## config.mk

```make
export PLATFORM = sky130hd
export DESIGN_NAME = hazard_ctrl
export DESIGN_NICKNAME = d
export VERILOG_FILES = /design/src/rtl/hazard_ctrl_pkg.sv /design/src/rtl/hazard_ctrl_sat_counter.sv /design/src/rtl/hazard_ctrl.sv
export SDC_FILE = /design/constraint.sdc
export NUM_CORES = 1
export LEC_CHECK = 0
export BUFFER_PORTS_ARGS = -buffer_cell sky130_fd_sc_hd__buf_4
export CORE_AREA = 2 2 105 107
export DETAILED_ROUTE_END_ITERATION = 8
export DIE_AREA = 0 0 107 109
export SLEW_MARGIN = 15
export SYNTH_ARGS = -nofsm -noshare
export SYNTH_HDL_FRONTEND = slang
export SYNTH_SLANG_ARGS = --single-unit
```

## constraint.sdc

```tcl
create_clock -name clk -period 1.95 [get_ports clk]
set_input_delay 0.0975 -clock clk [delete_from_list [all_inputs] [get_ports clk]]
set_output_delay 0.0975 -clock clk [all_outputs]
set_load 0.03 [all_outputs]
```

## src/rtl/hazard_ctrl_pkg.sv

```systemverilog
// Shared definitions for the pipeline hazard controller: FSM encodings,
// hazard priority levels and the decode from hazard level to stage controls.
package hazard_ctrl_pkg;

    localparam int RD_WIDTH = 5;

    typedef enum logic [1:0] {
        RUN      = 2'd0,
        MEM_WAIT = 2'd1,
        ERR      = 2'd2
    } state_e;

    // Larger value means higher priority.
    typedef enum logic [2:0] {
        PRIO_NONE      = 3'd0,
        PRIO_LOAD_USE  = 3'd1,
        PRIO_JUMP      = 3'd2,
        PRIO_MEM_STALL = 3'd3,
        PRIO_ERR       = 3'd4
    } hazard_e;

    typedef struct packed {
        logic hold_pc;
        logic hold_if_id;
        logic hold_id_ex;
        logic hold_ex_mem;
        logic flush_if_id;
        logic flush_id_ex;
    } ctrl_t;

    function automatic ctrl_t decode_hazard(input hazard_e hazard);
        ctrl_t ctrl;
        ctrl = '0;
        case (hazard)
            PRIO_ERR, PRIO_MEM_STALL: begin
                ctrl.hold_pc     = 1'b1;
                ctrl.hold_if_id  = 1'b1;
                ctrl.hold_id_ex  = 1'b1;
                ctrl.hold_ex_mem = 1'b1;
            end
            PRIO_JUMP: begin
                ctrl.flush_if_id = 1'b1;
                ctrl.flush_id_ex = 1'b1;
            end
            PRIO_LOAD_USE: begin
                ctrl.hold_pc     = 1'b1;
                ctrl.hold_if_id  = 1'b1;
                ctrl.flush_id_ex = 1'b1;
            end
            default: ctrl = '0;
        endcase
        return ctrl;
    endfunction

endpackage

```

## src/rtl/hazard_ctrl_sat_counter.sv

```systemverilog
// Saturating up-counter with enable; sticks at all-ones instead of wrapping.
module sat_counter #(
    parameter int WIDTH = 32
) (
    input  logic             clk,
    input  logic             rst_n,
    input  logic             en,
    output logic [WIDTH-1:0] count
);

    logic [WIDTH-1:0] count_q;
    logic [WIDTH-1:0] count_d;

    always_comb begin
        count_d = count_q;
        if (en && (count_q != {WIDTH{1'b1}})) begin
            count_d = count_q + 1'b1;
        end
    end

    always_ff @(posedge clk or negedge rst_n) begin
        if (!rst_n) begin
            count_q <= '0;
        end else begin
            count_q <= count_d;
        end
    end

    assign count = count_q;

endmodule

```

## src/rtl/hazard_ctrl.sv

```systemverilog
// Pipeline sequencing controller: load-use, taken-jump and data-memory wait
// hazards mapped onto stage hold/flush controls, with watchdog and counters.
module hazard_ctrl #(
    parameter int RD_WIDTH    = hazard_ctrl_pkg::RD_WIDTH,
    parameter int MEM_TIMEOUT = 16,
    parameter int CNT_WIDTH   = 32
) (
    input  logic                 clk,
    input  logic                 rst_n,
    input  logic [RD_WIDTH-1:0]  rs1_id,
    input  logic [RD_WIDTH-1:0]  rs2_id,
    input  logic                 rs1_used_id,
    input  logic                 rs2_used_id,
    input  logic [RD_WIDTH-1:0]  rd_ex,
    input  logic                 mem_read_ex,
    input  logic                 jump_ex,
    input  logic                 dmem_req_mem,
    input  logic                 dmem_ready,
    output logic                 hold_pc,
    output logic                 hold_if_id,
    output logic                 hold_id_ex,
    output logic                 hold_ex_mem,
    output logic                 flush_if_id,
    output logic                 flush_id_ex,
    output logic                 mem_timeout,
    output logic [CNT_WIDTH-1:0] stall_cnt,
    output logic [CNT_WIDTH-1:0] flush_cnt
);

    import hazard_ctrl_pkg::*;

    localparam int WAIT_W = $clog2(MEM_TIMEOUT);
    localparam logic [WAIT_W-1:0] WAIT_LAST = WAIT_W'(MEM_TIMEOUT - 1);

    state_e            state_q, state_d;
    logic [WAIT_W-1:0] wait_cnt_q, wait_cnt_d;
    logic              mem_timeout_q, mem_timeout_d;

    logic    mem_stall;
    logic    load_use;
    hazard_e hazard;
    ctrl_t   ctrl;

    assign mem_stall = dmem_req_mem & ~dmem_ready;
    assign load_use  = mem_read_ex & (rd_ex != '0) &
                       ((rs1_used_id & (rs1_id == rd_ex)) |
                        (rs2_used_id & (rs2_id == rd_ex)));

    always_comb begin
        hazard = PRIO_NONE;
        if (state_q == ERR) begin
            hazard = PRIO_ERR;
        end else if (mem_stall) begin
            hazard = PRIO_MEM_STALL;
        end else if (jump_ex) begin
            hazard = PRIO_JUMP;
        end else if (load_use) begin
            hazard = PRIO_LOAD_USE;
        end
    end

    // Controls are forced quiet while reset is held so no stage sees a stray hold.
    assign ctrl = rst_n ? decode_hazard(hazard) : '0;

    assign hold_pc     = ctrl.hold_pc;
    assign hold_if_id  = ctrl.hold_if_id;
    assign hold_id_ex  = ctrl.hold_id_ex;
    assign hold_ex_mem = ctrl.hold_ex_mem;
    assign flush_if_id = ctrl.flush_if_id;
    assign flush_id_ex = ctrl.flush_id_ex;

    always_comb begin
        state_d       = state_q;
        wait_cnt_d    = wait_cnt_q;
        mem_timeout_d = mem_timeout_q;
        case (state_q)
            RUN: begin
                if (mem_stall) begin
                    state_d    = MEM_WAIT;
                    wait_cnt_d = WAIT_W'(1);
                end
            end
            MEM_WAIT: begin
                // A dropped request without ready is treated like completion.
                if (dmem_ready || !dmem_req_mem) begin
                    state_d    = RUN;
                    wait_cnt_d = '0;
                end else if (wait_cnt_q == WAIT_LAST) begin
                    state_d       = ERR;
                    mem_timeout_d = 1'b1;
                end else begin
                    wait_cnt_d = wait_cnt_q + 1'b1;
                end
            end
            ERR: begin
                state_d = ERR;
            end
            default: begin
                state_d    = RUN;
                wait_cnt_d = '0;
            end
        endcase
    end

    always_ff @(posedge clk or negedge rst_n) begin
        if (!rst_n) begin
            state_q       <= RUN;
            wait_cnt_q    <= '0;
            mem_timeout_q <= 1'b0;
        end else begin
            state_q       <= state_d;
            wait_cnt_q    <= wait_cnt_d;
            mem_timeout_q <= mem_timeout_d;
        end
    end

    assign mem_timeout = mem_timeout_q;

    sat_counter #(
        .WIDTH (CNT_WIDTH)
    ) u_stall_cnt (
        .clk   (clk),
        .rst_n (rst_n),
        .en    (ctrl.hold_pc),
        .count (stall_cnt)
    );

    // Only the jump hazard raises flush_if_id, so it marks an applied jump.
    sat_counter #(
        .WIDTH (CNT_WIDTH)
    ) u_flush_cnt (
        .clk   (clk),
        .rst_n (rst_n),
        .en    (ctrl.flush_if_id),
        .count (flush_cnt)
    );

endmodule

```

* Word level (Yosys, flattened, before mapping)
Cells that the tools add are included.
Storage, ports and cells: register bits 71, input bits 23, output and inout port bits 71
Operators by class: add/sub/neg operators 3, equal/unequal tests 14, muxes and demuxes 17, bitwise gates (word level) 9, reduce and logical (&&, ||, !) cells 12
Operators by type and width (number):
- $add 32x1->32 const B | 2
- $ne 32x32->1 const B | 2
- $mux 2 | 7
- $mux 4 | 3
- $pmux 4 s3 | 1
- $eq 5x5->1 | 2
- $eq 3x2->1 const B | 2
- $mux 6 | 1
- $ne 3x3->1 const B | 2
- $pmux 2 s3 | 1
- $reduce_and 3->1 | 2
- $and 1x1->1 | 5
- $reduce_bool 5->1 | 1
- $add 4x1->4 const B | 1
- $eq 4x4->1 const B | 1
- $reduce_or 2->1 | 2
- $eq 3x1->1 const B | 1
- $eq 3x3->1 const B | 1
- $mux 1 | 3
- $mux 3 | 1
- $not 1->1 | 3
- $reduce_or 3->1 | 1
- $eq 2x1->1 const B | 1
- $eq 2x2->1 const B | 1
- other kinds (7) | 8

* Logic depth before layout (Yosys ltp)
Gate-level depths: netlist of run 1.
word-level depth 13, depth in mapped cells 8, gate-level depth less buffers 7

* Modules after synthesis
From an unflattened synthesis of run 1, not the netlist that was laid out.
Unflattened totals: cell total of the unflattened synthesis 363, area, all modules 3792.4 µm²
By module, submodules not included:
- sat_counter | times used 2, cells an instance 151, area an instance 1624.1 µm², sequential area each 800.8 µm²
- hazard_ctrl | times used 1, cells an instance 61, area an instance 544.3 µm², sequential area each 175.2 µm²

* Worst setup path after synthesis of run 1
OpenSTA, ideal clock, no wires.
path type register to register, start register u_stall_cnt.count_q[11] (netlist: u_stall_cnt.count[11]), end register u_stall_cnt.count_q[1] (netlist: u_stall_cnt.count[1]), setup time 0.128 ns, data arrival time 2.100 ns, required time 1.822 ns, path slack -0.278 ns, cell stages (with the launch flop) 7, cell sequence dfrtp_1 nand4_2 nor4_4 nand4_1 o211ai_2 buf_4 mux2_1
Between the ends: longest elaborated chain between the ends 2
RTL lines:
- start, declared | RTL line hazard_ctrl_sat_counter.sv:11 | logic [WIDTH-1:0] count_q;
- start signal, assigned | RTL line hazard_ctrl_sat_counter.sv:25 | count_q <= count_d;
- $ne 32x32->1 | RTL line hazard_ctrl_sat_counter.sv:16 | if (en && (count_q != {WIDTH{1'b1}})) begin
- $logic_and 1x1->1 | RTL line hazard_ctrl_sat_counter.sv:16
No other way between the ends. A chain may end at the register's enable or synchronous reset.

* Worst setup path after layout of run 1
start register u_stall_cnt.count_q[16] (netlist: u_stall_cnt.count[16]), end register u_stall_cnt.count_q[1] (netlist: u_stall_cnt.count[1])
Same word-level chain as after synthesis.

==> results of run 1 <==
[per-layer routing]
layer | track usage, % | share of wire, % | vias up
li1 | - | - | 1513
met1 | 18.83 | 44 | 1480
met2 | 27.07 | 48 | 80
met3 | 4.722 | 6.0 | 15
met4 | 4.731 | 1.6 | 0
met5 | 0 | 0 | -
[state kept, by name (all words and copies together) (netlist names)]
name and count:
u_flush_cnt.count 32, state_q 2, mem_timeout 1, u_stall_cnt.count 32
wait_cnt_q 4
[power by group]
group	total (mW)	internal, mW	switching (mW)
sequential	1.67	1.57	0.0989
clock	1.33	0.730	0.603
combinational	0.776	0.334	0.442
total	3.78	2.64	1.14
[worst max-delay path, stage by stage, from the launching register on]
cell and delay (ps):
dfrtp_2 370, nand4_1 270, nor4_4 250, nand4_1 200
o211ai_2 230, buf_12 200, mux2_4 310
[timing repair]
| item | CTS | global route |
|---|---|---|
| endpoints found under the setup margin | 1 | 33 |
| hold buffers | 1 | 0 |
| pin swaps | 2 | 2 |
| endpoints found under the hold margin | 71 | 0 |
| resized for setup | 0 | 12 |
| cloned | 0 | 0 |
| setup buffers | 0 | 1 |
[area by class of cell]
cell class	instances	area (µm²)	share of cell area [%]
Clock buffer	10	127.6	2.513
Clock inverter	6	93.84	1.848
Inverter	13	48.80	0.9608
Multi-Input combinational cell	259	1785	35.16
Sequential cell	71	1804	35.53
Tap cell	140	175.2	3.449
Timing Repair Buffer	137	1044	20.55
[Yosys cell counts]
cell type  number  share of area [%]
a21bo_2         1               0.28
a21boi_1        1               0.21
a21oi_1         3               0.42
a41oi_1         1               0.25
and3_1          6                1.1
and4_1          4               0.98
buf_2           2               0.28
buf_4           4               0.84
clkbuf_1        2               0.21
dfrtp_1        71                 50
ha_1            3                1.1
inv_1          13                1.4
mux2_1          1               0.31
mux2_2          3               0.94
mux2i_1         1               0.28
nand2_1        32                3.4
nand2b_1        4               0.70
nand3_1        31                4.3
nand3b_1        1               0.21
nand4_1        22                3.9
nand4_2         1               0.35
nor2_1         24                2.5
nor3_1         18                2.5
nor4_1         12                2.1
nor4_2          1               0.35
nor4_4          1               0.60
nor4bb_1        1               0.28
o211ai_2        1               0.35
o21a_1          1               0.21
o21ai_0         4               0.56
o21ai_2         1               0.25
o221ai_2        1               0.42
o22ai_1         4               0.70
or2_2           2               0.35
or4_1           2               0.42
xnor2_1        38                9.3
xor2_1         33                8.1
[layout by cell type, fill, tap and decap left out, drive strengths merged, types with 2 or more instances in the layout]
cell type / Yosys / routed
buf: 6 / 136
dfrtp: 71 / 71
xnor2: 38 / 38
xor2: 33 / 33
nand2: 32 / 32
nand3: 31 / 31
nor2: 24 / 24
nand4: 23 / 23
nor3: 18 / 18
inv: 13 / 14
nor4: 14 / 14
clkbuf: 2 / 10
and3: 6 / 6
o21ai: 5 / 5
nand2b: 4 / 4
o22ai: 4 / 4
and4: 4 / 4
mux2: 4 / 4
a21oi: 3 / 3
ha: 3 / 3
or4: 2 / 2
or2: 2 / 2
clkinv: 0 / 2
bufinv: 0 / 2
[logic make-up (layout without fill, tap and decap cells)]
group | Yosys count | in the layout | share of synthesized area [%]
flops | 71 | 71 | 49.70
compound gates | 18 | 18 | 3.640
fa+ha+maj | 3 | 3 | 1.050
xor+xnor | 71 | 71 | 17.40
buf+inv | 21 | 166 | 2.695
mux | 5 | 5 | 1.540
simple gates | 162 | 162 | 23.98
[per-stage QoR]
step | std cells | hold slack, ps | util (%)
floorplan | 351 | -198.1 | -
global route | 636 | 107.8 | 47.90
global placement | 618 | -95.82 | 45.06
detailed placement | 618 | -96.39 | 45.06
CTS | 635 | 105.7 | 47.24
finish | 636 | 143.1 | 47.90
[path summary, 6_finish.rpt]
path,end,from,slack (ps),cells past startpoint
setup reg to reg,u_stall_cnt.count[1],u_stall_cnt.count[16],1,6
max in group asynchronous,u_stall_cnt.count[0],rst_n,1220,3
setup / recovery,u_stall_cnt.count[1],u_stall_cnt.count[16],1,6
hold reg to reg,mem_timeout,mem_timeout,480,1
hold / removal,mem_timeout,rst_n,140,2
min in group clk,wait_cnt_q[0],dmem_req_mem,250,5
==> summary.txt, run 1 <==
Final hold vios - 0
DRT iter0 DRCs - 93
CTS Sinks - 71
Total power - 3.782 mW
Power Density - 744.6 mW/mm²
Clk_skew - 13.73 ps
CTS Buf Count - 9
First-pass GRT wire length - 14.45 mm
Status - finished, final reports clean
Clock Tree Buf Depth - 2
Crit. End Element - register
Root buffer cell - clkbuf_8
Cell count after synthesis - 351
Gr usage total - 15.65%
Initial antenna violation count - 0
CTS tree - yes
Slew @ Worst Pin - 398.1 ps
H-tree depth - 3
# diodes - 0
CP arrival - 2190 ps
Clk slew on worst S/H paths - 90 ps
Pre-antenna DRT Iters - 6
Clk Latency, worst-skew pair - 360 ps
Port Buffers - 93
Hold Path Class - in -> async
Worst-path maximum fanout - 25
RSZ-0062 raised after global routing - true
Die width - 107 µm
Pleak - 2.446 nW
Minimum clock period - 1949 ps
Post-DR vias/cell - 4.855
Die H - 109 µm
VDD IR max - 666.6 µV
Net Count, Synth - 377
Number of library cell types mapped by synthesis - 37
Filler Cell Count - 993
Kind of critical path - reg -> reg
WP data required - 2190 ps
Final setup fails - 0
FP Rows - 38
Share of cells above drive strength 1 - 39.92%
Nets - 517
Vias in the first global route - 3,078
Post-Route WL - 8.734 mm
Io pins - 94
Post-DP HPWL - 6.729 mm
Total gr overflow - 0
FMAX - 0.5131 GHz
Register area share after synthesis - 49.70%
Mean Syn Cell Area - 10.18 µm²
Mapped Area - 0.003575 mm²
Design area - 0.005079 mm²
CORE AREA - 0.01060 mm²
Fin crit share - 99.94%
Vias post-DR - 3,088
Synthesized flop and latch total - 71
CP Launch Type - register
Area delta synth->final - 42.07%
Gpl congestion - 0.8223
Largest net degree at the start of global routing - 33
Warnings from Yosys - 0
Residual DRC - 0
Setup TNS Final - 0 ps
Rel. slew slack - 73.46%
Pins Over Slew Limit - 0
Routed Antenna Nets - 0
Dpl ws - -2.439 ps
Die ar. - 0.01166 mm²
Max-Cap Viols - 0
Final setup margin - 1.218 ps
Initial Utilization - 33.71%
Placed cell area - 0.004777 mm²
DR WL/cell - 13.73 µm
Power figures use the tool's default switching activity.
==> inputs of run 2 (changes only) <==
--- a/config.mk
+++ b/config.mk
@@ -9,6 +9,7 @@
 export CORE_AREA = 2 2 105 107
 export DETAILED_ROUTE_END_ITERATION = 8
 export DIE_AREA = 0 0 107 109
+export GPL_TIMING_DRIVEN = 0
 export SLEW_MARGIN = 15
 export SYNTH_ARGS = -nofsm -noshare
 export SYNTH_HDL_FRONTEND = slang
==> run 2 against run 1 <==
Net effect:
- the flow now finishes with violations (hold timing, setup timing)
- sequential power increased by 2%
- routed wire length rose by 5.9%
- die area unchanged
- final area up 3.3%
- cell count decreased by 1.7%
- register-to-register slack got worse by 100 ps
- hold slack worse by 400 ps
- critical path depth is 1 higher
- first-iteration DRC count rose by 28%
- critical endpoint unchanged
==> summary.txt, run 2 (synthesis results as in run 1) <==
Pins Over Slew Limit - 0
Power Density - 747.0 mW/mm²
CTS Sinks - 71
FMAX - 0.4881 GHz
DRT iter0 DRCs - 119
Clk Latency, worst-skew pair - 350 ps
Most frequent cells in the layout - buf_4 (117), dfrtp_1 (47), xnor2_1 (38), xor2_1 (33), nand2_1 (31)
Routed Antenna Nets - 0
Max-Cap Viols - 0
Slowest cell delay on critical path - 400 ps
Final setup fails - 24
Post-DP HPWL - 6.221 mm
CTS Buf Count - 9
Clk slew on worst S/H paths - 90 ps
Reg2reg start - u_stall_cnt.count[1]
Rel. slew slack - 54.47%
CP arrival - 2280 ps
Worst-path maximum fanout - 5
CP Launch Type - register
CTS tree - yes
Clk_skew - 11.15 ps
Area of the multi-input gates - 0.002001 mm²
Gr usage total - 16.38%
Pleak - 2.540 nW
Area delta synth->final - 46.69%
DR WL/cell - 14.80 µm
Residual DRC - 0
Post-DR vias/cell - 4.933
Dpl ws - -698.8 ps
Failing checks - hold timing, setup timing
H-tree depth - 3
Clock Tree Buf Depth - 2
Die ar. - 0.01166 mm²
Vias in the first global route - 3,059
Hold Path Class - in -> async
Die H - 109 µm
Slew @ Worst Pin - 683.0 ps
Sequential cell area - 0.001807 mm²
Share of cells above drive strength 1 - 43.09%
Gpl congestion - 0.8118
Post-Route WL - 9.250 mm
Io pins - 94
Final hold vios - 71
Hold_ws - -253.4 ps
Crit-path leading delay family - simple AND/OR/NAND/NOR gates
Port Buffers - 93
Slowest stage cell, crit path - dfrtp_2
WP buf/inv - 1
CORE AREA - 0.01060 mm²
Nets - 506
CP Cell Sequence - ha_1 -> nand3_2 -> nor2_2 -> nand4_1 -> o211ai_4 -> buf_6 -> mux2_4
# diodes - 0
Filler Cell Count - 956
First-pass GRT wire length - 15.08 mm
VDD IR max - 714.4 µV
Largest net degree at the start of global routing - 76
Crit. End Element - register
Minimum clock period - 2049 ps
Vias post-DR - 3,083
WP data required - 2180 ps
RSZ-0062 raised after global routing - true
Initial antenna violation count - 0
Commonest non-fill, non-tap cell in the layout - buf_4
Total gr overflow - 0
Fin crit share - 105.1%
Kind of critical path - reg -> reg
Die width - 107 µm
Root buffer cell - clkbuf_8
Worst setup path start - u_stall_cnt.count[1]
Initial Utilization - 33.71%
Total power - 3.917 mW
FP Rows - 38
Final Core Density - 49.46%
Status - complete, but fails checks
Final setup margin - -98.84 ps
Pre-antenna DRT Iters - 4
-- run 2: cell types whose count changed in the layout (fill, tap and decap cells not counted), moves of 4 or more --
cell	change
nor3_4	+5
nor4_1	-7
nor3_1	-6
nor4_4	+4
buf_4	-18
buf_6	+7
-- run 2: worst paths after layout --
check,endpoint,slack [ps],cells after the start
max in group asynchronous,u_flush_cnt.count[11],1680,1
min reg2reg,mem_timeout,480,1
max,u_stall_cnt.count[1],-100,7
max reg2reg,u_stall_cnt.count[1],-100,7
min,u_stall_cnt.count[16],-250,1
min in group clk,state_q[0],290,4
-- run 2: layer usage --
metal,vias up,share of wire [%],GRT usage [%]
met3,13,6.2,4.543
li1,1493,-,-
met1,1498,43,19.94
met5,-,0,0
met4,0,1.4,7.050
met2,79,50,27.34
-- run 2: stage by stage --
stage / setup TNS, ps / instance area [µm²] / instances
6_report: -820.3 / 5244 / 625
5_1_grt: -2497 / 5244 / 625
4_1_cts: -609.2 / 5004 / 612
3_5_place_dp: -20900 / 4501 / 584
3_3_place_gp: -19310 / 4501 / 584
2_1_floorplan: -627.3 / 3627 / 351
-- run 2: final cells by class --
class	count	area share, %
buffer	7	1.121
timing repair buffer	119	17.32
sequential	71	34.45
inverter	13	0.9306
clock buffer	9	2.362
clock inverter	7	2.314
multi-input combinational	259	38.15
tap	140	3.340
-- run 2: report_power, final --
part	leakage (nW)	total [mW]	internal [mW]	switching, mW
clock	0.123	1.45	0.854	0.592
sequential	0.903	1.71	1.58	0.139
combinational	1.51	0.757	0.332	0.425
-- run 2: repair_timing --
action / CTS / global route
endpoints found under the setup margin: 64 / 53
setup buffers: 12 / 13
gates cloned: 1 / 0
pin swaps: 9 / 16
endpoints found under the hold margin: 71 / 71
gates resized for setup: 30 / 29
==> inputs of run 3 (changes only) <==
--- a/config.mk
+++ b/config.mk
@@ -6,10 +6,11 @@
 export NUM_CORES = 1
 export LEC_CHECK = 0
 export BUFFER_PORTS_ARGS = -buffer_cell sky130_fd_sc_hd__buf_4
-export CORE_AREA = 2 2 105 107
+export CORE_AREA = 2 2 90 92
 export DETAILED_ROUTE_END_ITERATION = 8
-export DIE_AREA = 0 0 107 109
+export DIE_AREA = 0 0 92 94
 export GPL_TIMING_DRIVEN = 0
+export PLACE_DENSITY = 0.75
 export SLEW_MARGIN = 15
 export SYNTH_ARGS = -nofsm -noshare
 export SYNTH_HDL_FRONTEND = slang
==> run 3 against run 2 <==
Net effect:
- die area decreased by 26%
- combinational power increased by 2%
- the run still ends with hold timing, setup timing left
- via count increased by 9.3%
- power decreased by 1.4%
- sequential cell count unchanged
- critical path type unchanged
- largest power group unchanged
- clock skew increased by 0.71 ps
==> summary.txt, run 3 (synthesis results as in run 1) <==
# diodes - 0
Pins Over Slew Limit - 0
Power Density - 711.3 mW/mm²
End of the worst register-to-register path - u_stall_cnt.count[1]
DR WL/cell - 16.66 µm
Initial antenna violation count - 0
Hold Path Class - in -> async
Pleak - 2.569 nW
Non-filler instance count after layout - 615
Total gr overflow - 0
Reg2reg path depth - 6
Most frequent cells in the layout - buf_4 (146), dfrtp_1 (47), xnor2_1 (37), xor2_1 (33), nand2_1 (31)
RSZ-0062 raised after global routing - true
Slew @ Worst Pin - 670.4 ps
Clk Latency, worst-skew pair - 350 ps
Gpl congestion - 0.8123
Rel. slew slack - 55.30%
CP arrival - 2360 ps
Root buffer cell - clkbuf_8
Setup TNS Final - -3010 ps
Sequential cell area - 0.001807 mm²
Dpl ws - -483.0 ps
Final setup fails - 28
Io pins - 94
Hold_ws - -260.1 ps
Gr usage total - 21.27%
CTS Sinks - 71
Post-Route WL - 10.25 mm
Max-Cap Viols - 0
First-pass GRT wire length - 14.77 mm
Area delta synth->final - 51.87%
FP Rows - 32
Clk slew on worst S/H paths - 80 ps
Fin crit share - 109.4%
Initial Utilization - 46.99%
Port Buffers - 93
R2r setup slk - -180 ps
Vias in the first global route - 3,134
Filler Cell Count - 552
Die ar. - 0.008648 mm²
Inst Count DP - 546
Routed Antenna Nets - 0
Residual DRC - 0
Kind of critical path - reg -> reg
Nets - 534
Clk_skew - 11.86 ps
Vias post-DR - 3,369
Design area - 0.005429 mm²
CORE AREA - 0.007607 mm²
Crit. End Element - register
CTS tree - yes
CP Launch Type - register
Largest net degree at the start of global routing - 76
DRT iter0 DRCs - 139
Final hold vios - 71
Commonest non-fill, non-tap cell in the layout - buf_4
Status - complete, but fails checks
Clock Tree Buf Depth - 2
Die H - 94 µm
Share of cells above drive strength 1 - 48.54%
Reg2reg start - u_stall_cnt.count[22]
Final setup margin - -183.7 ps
WP data required - 2180 ps
Minimum clock period - 2134 ps
Final Core Density - 71.37%
Post-DR vias/cell - 5.478
Placed cell area - 0.004453 mm²
Pre-antenna DRT Iters - 4
VDD IR max - 738.4 µV
Worst-path maximum fanout - 7
Area of the multi-input gates - 0.002047 mm²
CTS Buf Count - 9
H-tree depth - 3
Failing checks - hold timing, setup timing
Post-DP HPWL - 5.855 mm
Die width - 92 µm
FMAX - 0.4687 GHz
[run 3: worst max path at each step]
stage                                      from               endpoint  depth (start not counted)
after detailed placement                  rst_n  u_flush_cnt.count[26]                          6
after global routing      u_stall_cnt.count[23]   u_stall_cnt.count[1]                          6
final                     u_stall_cnt.count[22]   u_stall_cnt.count[1]                          6
after global placement                    rst_n  u_flush_cnt.count[12]                          6
after CTS                 u_stall_cnt.count[15]   u_stall_cnt.count[1]                          6
after floorplan           u_stall_cnt.count[12]   u_stall_cnt.count[1]                          6
[run 3: cell type report]
class | instances | share of cell area, %
buffer | 7 | 1.014
clock buffer | 11 | 2.789
clock inverter | 5 | 1.475
inverter | 13 | 0.8988
multi-input combinational | 259 | 37.70
sequential | 71 | 33.28
tap | 102 | 2.351
timing repair buffer | 147 | 20.49
[run 3: metal layers]
layer | track usage (%) | vias up | share of wire (%)
met5 | 0 | - | 0
met4 | 6.716 | 0 | 1.3
met3 | 5.136 | 15 | 7.2
met2 | 35.85 | 141 | 51
met1 | 27.21 | 1670 | 40
li1 | - | 1543 | -
[run 3: where the power goes]
part           leakage (nW)  switching, mW  internal, mW  total [mW]
clock                 0.112          0.582         0.788        1.37
combinational          1.55          0.438         0.337       0.775
sequential            0.903          0.141          1.58        1.72
[run 3: critical path, stage by stage (launching register included)]
cell and delay (ps):
dfrtp_2 410, nand4_1 160, nor4_4 310, nand4_1 250, o211ai_4 390, buf_6 190, mux2_4 300
[run 3: per-stage QoR]
stage | total power [mW] | hold WS, ps
2_1_floorplan | 2.119 | -198.1
3_3_place_gp | 2.394 | 288.4
3_5_place_dp | 2.408 | 286.0
4_1_cts | 3.783 | -87.61
5_1_grt | 4.018 | -197.4
6_report | 3.862 | -260.1
[run 3: repair_timing]
| action | in CTS | in global routing |
|---|---|---|
| pin swaps | 8 | 23 |
| resized for setup | 18 | 54 |
| setup endpoints to repair | 62 | 60 |
| endpoints found under the hold margin | 71 | 71 |
| setup buffers | 20 | 32 |
| gates cloned | 1 | 1 |
